--- src/rtl/start_token_fifo_srl_if.sv ---
`default_nettype none
// ============================================================================
// Module      : start_token_fifo_srl_if
// Description : Producer/consumer handshake bundle for start_token_fifo_srl.
//               The slave modport is the FIFO side; the master modport is the
//               side that drives writes and reads.
// Revision    : 1.0 - initial release
// ============================================================================
interface start_token_fifo_srl_if #(
    parameter int DATA_WIDTH = 1,
    parameter int ADDR_WIDTH = 1
) ();

    logic                  if_write_ce;
    logic                  if_write;
    logic [DATA_WIDTH-1:0] if_din;
    logic                  if_full_n;
    logic                  if_read_ce;
    logic                  if_read;
    logic [DATA_WIDTH-1:0] if_dout;
    logic                  if_empty_n;
    logic [ADDR_WIDTH:0]   if_count;

    modport slave (
        input  if_write_ce,
        input  if_write,
        input  if_din,
        output if_full_n,
        input  if_read_ce,
        input  if_read,
        output if_dout,
        output if_empty_n,
        output if_count
    );

    modport master (
        output if_write_ce,
        output if_write,
        output if_din,
        input  if_full_n,
        output if_read_ce,
        output if_read,
        input  if_dout,
        input  if_empty_n,
        input  if_count
    );

endinterface
`default_nettype wire

--- src/rtl/start_token_fifo_srl.sv ---
`default_nettype none
// ============================================================================
// Module      : start_token_fifo_srl
// Description : Single-clock shift-register FIFO for start tokens / narrow
//               data. Writes shift in at index 0; the read port addresses the
//               oldest entry (show-ahead). Full/empty flags are registered and
//               computed from the next-state occupancy.
// Revision    : 1.0 - initial release
// ============================================================================
module start_token_fifo_srl #(
    parameter int DATA_WIDTH = 1,
    parameter int ADDR_WIDTH = 1,
    parameter int DEPTH      = 2
) (
    input  wire logic clk,
    input  wire logic reset,
    start_token_fifo_srl_if.slave bus
);

    localparam logic [ADDR_WIDTH:0] c_depth = (ADDR_WIDTH+1)'(DEPTH);
    localparam logic [ADDR_WIDTH:0] c_one   = {{ADDR_WIDTH{1'b0}}, 1'b1};
    localparam logic [ADDR_WIDTH:0] c_zero  = '0;

    logic [DATA_WIDTH-1:0] r_mem [DEPTH];
    logic [ADDR_WIDTH:0]   r_count;
    logic                  r_empty_n;
    logic                  r_full_n;

    logic                  w_push;
    logic                  w_pop;
    logic [ADDR_WIDTH:0]   w_count_next;
    logic [ADDR_WIDTH:0]   w_count_m1;
    logic [ADDR_WIDTH-1:0] w_addr;

    // Requests only fire against the registered flags; a reset cycle
    // swallows any transfer so storage cannot shift while being cleared.
    assign w_push = ~reset & bus.if_write & bus.if_write_ce & r_full_n;
    assign w_pop  = ~reset & bus.if_read  & bus.if_read_ce  & r_empty_n;

    // Next-state occupancy; simultaneous push and pop leaves it unchanged.
    always_comb begin
        w_count_next = r_count;
        case ({w_push, w_pop})
            2'b10:   w_count_next = r_count + c_one;
            2'b01:   w_count_next = r_count - c_one;
            default: w_count_next = r_count;
        endcase
    end

    // Occupancy and flags update together, so flags carry no extra latency.
    always_ff @(posedge clk) begin
        if (reset) begin
            r_count   <= c_zero;
            r_empty_n <= 1'b0;
            r_full_n  <= 1'b1;
        end else begin
            r_count   <= w_count_next;
            r_empty_n <= (w_count_next != c_zero);
            r_full_n  <= (w_count_next != c_depth);
        end
    end

    // Shift-register storage: no reset, moves only when a word is accepted.
    always_ff @(posedge clk) begin
        if (w_push) begin
            for (int i = DEPTH - 1; i > 0; i--) begin
                r_mem[i] <= r_mem[i-1];
            end
            r_mem[0] <= bus.if_din;
        end
    end

    // The oldest word sits at index count-1; index 0 when empty (don't-care).
    assign w_count_m1 = r_count - c_one;
    assign w_addr     = (r_count != c_zero) ? w_count_m1[ADDR_WIDTH-1:0] : '0;

    assign bus.if_dout    = r_mem[w_addr];
    assign bus.if_empty_n = r_empty_n;
    assign bus.if_full_n  = r_full_n;
    assign bus.if_count   = r_count;

endmodule
`default_nettype wire

--- src/flat_wrapper.sv ---
// flat-port wrapper written by rule: the top's interface ports become plain ports
module start_token_fifo_srl_flat 
#(
    parameter int DATA_WIDTH = 1,
    parameter int ADDR_WIDTH = 1,
    parameter int DEPTH      = 2
)
  (clk, reset, bus_if_write_ce, bus_if_write, bus_if_din, bus_if_full_n, bus_if_read_ce, bus_if_read, bus_if_dout, bus_if_empty_n, bus_if_count);
  start_token_fifo_srl_if #(.DATA_WIDTH(DATA_WIDTH), .ADDR_WIDTH(ADDR_WIDTH)) bus_i ();
  input  wire logic clk;
  input  wire logic reset;
  input wire logic [$bits(bus_i.if_write_ce)-1:0] bus_if_write_ce;
  input wire logic [$bits(bus_i.if_write)-1:0] bus_if_write;
  input wire logic [$bits(bus_i.if_din)-1:0] bus_if_din;
  output wire logic [$bits(bus_i.if_full_n)-1:0] bus_if_full_n;
  input wire logic [$bits(bus_i.if_read_ce)-1:0] bus_if_read_ce;
  input wire logic [$bits(bus_i.if_read)-1:0] bus_if_read;
  output wire logic [$bits(bus_i.if_dout)-1:0] bus_if_dout;
  output wire logic [$bits(bus_i.if_empty_n)-1:0] bus_if_empty_n;
  output wire logic [$bits(bus_i.if_count)-1:0] bus_if_count;
  assign bus_i.if_write_ce = bus_if_write_ce;
  assign bus_i.if_write = bus_if_write;
  assign bus_i.if_din = bus_if_din;
  assign bus_if_full_n = bus_i.if_full_n;
  assign bus_i.if_read_ce = bus_if_read_ce;
  assign bus_i.if_read = bus_if_read;
  assign bus_if_dout = bus_i.if_dout;
  assign bus_if_empty_n = bus_i.if_empty_n;
  assign bus_if_count = bus_i.if_count;
  start_token_fifo_srl #(.DATA_WIDTH(DATA_WIDTH), .ADDR_WIDTH(ADDR_WIDTH), .DEPTH(DEPTH)) u_core (.clk(clk), .reset(reset), .bus(bus_i));
endmodule
--- config.mk ---
export PLATFORM = sky130hd
export DESIGN_NAME = start_token_fifo_srl_flat
export DESIGN_NICKNAME = d
export VERILOG_FILES = /design/src/rtl/start_token_fifo_srl_if.sv /design/src/rtl/start_token_fifo_srl.sv /design/src/flat_wrapper.sv
export SDC_FILE = /design/constraint.sdc
export NUM_CORES = 1
export LEC_CHECK = 0
export BUFFER_PORTS_ARGS = -buffer_cell sky130_fd_sc_hd__buf_4
export CORE_AREA = 2 2 39 41
export DETAILED_ROUTE_END_ITERATION = 7
export DIE_AREA = 0 0 41 43
export SLEW_MARGIN = 20
export SYNTH_ARGS = -nofsm -noshare
export SYNTH_HDL_FRONTEND = slang
export SYNTH_SLANG_ARGS = --single-unit
--- constraint.sdc ---
create_clock -name clk -period 3.7 [get_ports clk]
set_clock_uncertainty 0.15 [all_clocks]
set_input_delay 0.74 -clock clk [delete_from_list [all_inputs] [get_ports clk]]
set_output_delay 0.74 -clock clk [all_outputs]
set_load 0.01 [all_outputs]
## Word level (Yosys, flattened, before mapping)

Memory sizes are Yosys's and may differ from the RTL's.
Cells that the tools add are included.

- Add/subtract/negate cells: 2
- Equality and inequality tests: 3
- Muxes and demuxes: 4
- Bitwise logic cells: 7
- Reductions and logical operators: 2

Operators with widths:

| kind | count |
|---|---|
| $and A1 B1 Y1 | 6 |
| $pmux W2 S2 | 1 |
| $reduce_bool A2 Y1 | 2 |
| $mux W1 | 3 |
| $add A2 B1 Y2 const B | 1 |
| $eq A2 B1 Y1 const B | 1 |
| $eq A2 B2 Y1 const B | 1 |
| $ne A2 B2 Y1 const B | 1 |
| $sub A2 B1 Y2 const B | 1 |
| $not A1 Y1 | 1 |

- Register bits: 4
- Bits in writable memories: 2
- Output and inout bits: 5
- Memories kept: 1

Memory list:

| memory | words | width | read ports | clocked after memory_dff | write ports | RTL line | RTL |
|---|---|---|---|---|---|---|---|
| u_core.r_mem | 2 | 1 | 2 | 0 | 2 | start_token_fifo_srl.sv:24 | `logic [DATA_WIDTH-1:0] r_mem [DEPTH];` |

## Logic depth before layout (Yosys ltp)

- Depth after elaboration: 7
- Gate-level depth with buffers: 6

## Least setup slack after synthesis

Ideal clock, no wire load.

- Path kind: input to register
- Start: input reset
- End: register u_core.r_empty_n (netlist: u_core.bus.if_empty_n)
- Setup time: 0.070 ns
- Arrival: 1.728 ns
- Setup slack: 1.751 ns
- Stages on the path: 5
- Path buffers: 0
- Cells stage by stage: nand4b_1 ha_1 nor2b_1 a211oi_2 o21bai_1

- Longest elaborated chain between the ends: 7
- Elaborated cells on any way between the ends: 11
- Classes of those cells: eq/ne: 2; mux: 1; bitwise: 7; reduce/logical: 1

RTL lines:

| item | RTL line | RTL |
|---|---|---|
| start: declaration | flat_wrapper.sv:11 | `input wire logic reset;` |
| $not A1 Y1 | start_token_fifo_srl.sv:37, start_token_fifo_srl.sv:38 |  |
| $and A1 B1 Y1, on equally long branches (3 in a row) | start_token_fifo_srl.sv:38, start_token_fifo_srl.sv:37 |  |
| $eq A2 B1 Y1 or $eq A2 B2 Y1 (tied branches) | start_token_fifo_srl.sv:43 | `case ({w_push, w_pop})` |
| $pmux W2 S2 | start_token_fifo_srl.sv:43 |  |
| $reduce_bool A2 Y1 | start_token_fifo_srl.sv:58 | `r_empty_n <= (w_count_next != c_zero);` |
| end signal: assignment | start_token_fifo_srl.sv:58 |  |
| end: declaration | start_token_fifo_srl.sv:26 | `logic r_empty_n;` |

Several ways; a longest one is shown, not always the timed one.
A chain may end at the register's enable or synchronous reset.

## Worst setup path in the final report

- Start: register u_core.r_count[0] (netlist: u_core.bus.if_count[0])
- End: output bus_if_dout

- Longest elaborated chain between the ends: 3
- Elaborated cells on any way between the ends: 4
- Classes of those cells: add/sub: 1; mux: 1; reduce/logical: 1; memory: 1

RTL lines:

| item | RTL line | RTL |
|---|---|---|
| start: declaration | start_token_fifo_srl.sv:25 | `logic [ADDR_WIDTH:0] r_count;` |
| start signal: assignment | start_token_fifo_srl.sv:53 | `r_count <= c_zero;` |
| start signal: assignment | start_token_fifo_srl.sv:57 | `r_count <= w_count_next;` |
| $sub A2 B1 Y2 or $reduce_bool A2 Y1 (tied branches) | -- |  |
| $mux W1 * | start_token_fifo_srl.sv:75 | `assign w_addr = (r_count != c_zero) ? w_count_m1[ADDR_WIDTH-1:0] : '0;` |
| $mem_v2 Z2 W1 * | -- |  |
| end: declaration | flat_wrapper.sv:18 | `output wire logic [$bits(bus_i.if_dout)-1:0] bus_if_dout;` |

Every way passes the cells marked *; elsewhere a longest branch is shown, timed or not.

==> metrics <==
Cell Count, Final, Fillers Out 57; Seq cells post-synth 6; vias in the first global route 222; Final Hold Viols 0; largest net degree at the start of global routing 6; PostCTS Resize Cnt 0; root buffer cell clkbuf_4; Post-CTS Setup Inserts 0; Net Count, Synth 36; fin crit share 0.578; Peak VDD IR 0.000182 V; Mapped Cells 26; Row Count 14; share of cells above drive strength 1 0.390; syn avg cell area 11.0 um^2; CP Max Fanout 4; area of the core 1380 um^2; critical path class reg -> out; total of max-cap violations 0; placed instance count 53; Critical Path Max Stage Delay 360 ps; antenna diode count 0; setup_tns 0 ps; CP Launch Type flip-flop; Final Util 0.300; crit-path leading delay family flip-flops; Leak 0.205 nW; Residual DRC 0; leading area contributor after synthesis dfxtp_1; WL/cell 8.58 um; post-route ant nets 0; most frequent cells in the layout 11 x buf_4, 4 x inv_1, 4 x dfxtp_1, 3 x ha_1, 3 x clkbuf_4; Worst path slowest cell dfxtp_1; Final GP Congestion 0.629; Die H 43 um; GRT Residual Overflow 0; DR vias/cell 4.02; routed vias 229; most common cell after layout, fill and taps aside buf_4; Peak Freq 467 MHz; CTS Buf Count 3; hold_buf cts 0; TritonRoute pass-1 iters 2; Cell Area, Synth 287 um^2; Initial Utilization 0.207; Final Hold Slack 305 ps; first-pass GRT wire length 772 um; crit path time final 2140 ps; Critical Path AT 1250 ps; GRT Overall Usage 0.0733; Crit path required time 2810 ps; Critical path buffers and inverters 2; die area 1760 um^2; top cells by area, synth dfxtp_1 28%, edfxtp_1 21%, ha_1 13%, nand4b_1 6.1%, inv_1 5.2%; DRT Wirelength 489 um; First DRT Iteration DRCs 1; port bufs 11; Slew HR 0.841; Skew-Pair Late Insertion Delay 250 ps; TritonCTS clock tree yes; sequential fraction of the synthesis area 0.489; clock sinks 6; crit-path cells inv_1 -> ha_1 -> mux2_2 -> buf_4; initial antenna violation count 0; status completed; total power 159 uW; total number of yosys warnings 0; Worst-Margin Slew 239 ps; post-synth top area share 0.279; Worst Hold Class reg -> reg; pwr dens 382 nW/um^2; Max clock buf depth 2; Setup-failing EPs final 0; Die X-Extent 41 um; Reg clk slew, reported paths 50 ps; RSZ-0062 raised after global routing false; nets 52; Top Ports 12; Worst setup EP type primary output; Netlist cell types 15; Max H-tree Level 1; Slew Limit Fails 0; Area Growth Syn to Fin 45.0%
## per-layer routing
metal / vias to the layer above / track usage / wire, um / part of all wire
li1: 119 / - / - / -
met1: 101 / 0.0643 / 192 / 0.39
met5: - / 0 / 0 / 0
met2: 9 / 0.100 / 237 / 0.48
met3: 0 / 0.0942 / 60 / 0.12
met4: 0 / 0.0200 / 0 / 0
## Yosys cell counts
cell      n
nand2_1   1
nand4b_1  2
o21bai_1  1
dfxtp_1   4
inv_1     4
edfxtp_1  2
and2_1    1
or2_1     1
ha_1      3
nor2b_1   1
mux2_2    1
mux2i_1   1
a211oi_2  1
a21oi_1   1
nor2_1    2
## state kept, by name, indices dropped and copies added, names as in the netlist
signal	cells
u_core.bus.if_count	2
u_core.r_mem	2
u_core.bus.if_empty_n	1
u_core.bus.if_full_n	1
## power by group
part | switching (mW) | internal, mW
Combinational | 0.00802 | 0.0119
Sequential | 0.00164 | 0.0713
Clock | 0.0248 | 0.0409
## through the flow
stage / instance area, um^2 / worst slack, ps
floorplan: 287 / 1750
global placement: 389 / 1500
detailed placement: 389 / 1500
CTS: 415 / 1540
global route: 415 / 1490
finish: 415 / 1560
## area by class of cell
cell class / instances / area (um^2)
Clock buffer: 4 / 26.3
Fill cell: 151 / 968
Inverter: 4 / 15.0
Multi-Input combinational cell: 16 / 131
Sequential cell: 6 / 140
Tap cell: 16 / 20.0
Timing Repair Buffer: 11 / 82.6
## path summary, 6_finish.rpt
kind,startpoint,endpoint,slack [ps],cells past startpoint
worst max-delay path,u_core.bus.if_count[0],bus_if_dout,1560,4
worst min-delay path,u_core.r_mem[0],u_core.r_mem[1],300,0
worst max register to register,u_core.bus.if_full_n,u_core.bus.if_empty_n,2120,5
worst min register to register,u_core.r_mem[0],u_core.r_mem[1],300,0
## cells by family (layout without fill, tap and decap cells)
kind of cell	after synthesis	in the layout	synth area share
buffers and inverters	4	19	0.0524
DFF	6	6	0.489
and+or+nand+nor	8	8	0.166
adders and majority gates	3	3	0.131
AOI/OAI and AO/OA	3	3	0.0873
muxes	2	2	0.0742
Note: power is estimated with default switching activity, not from simulation.
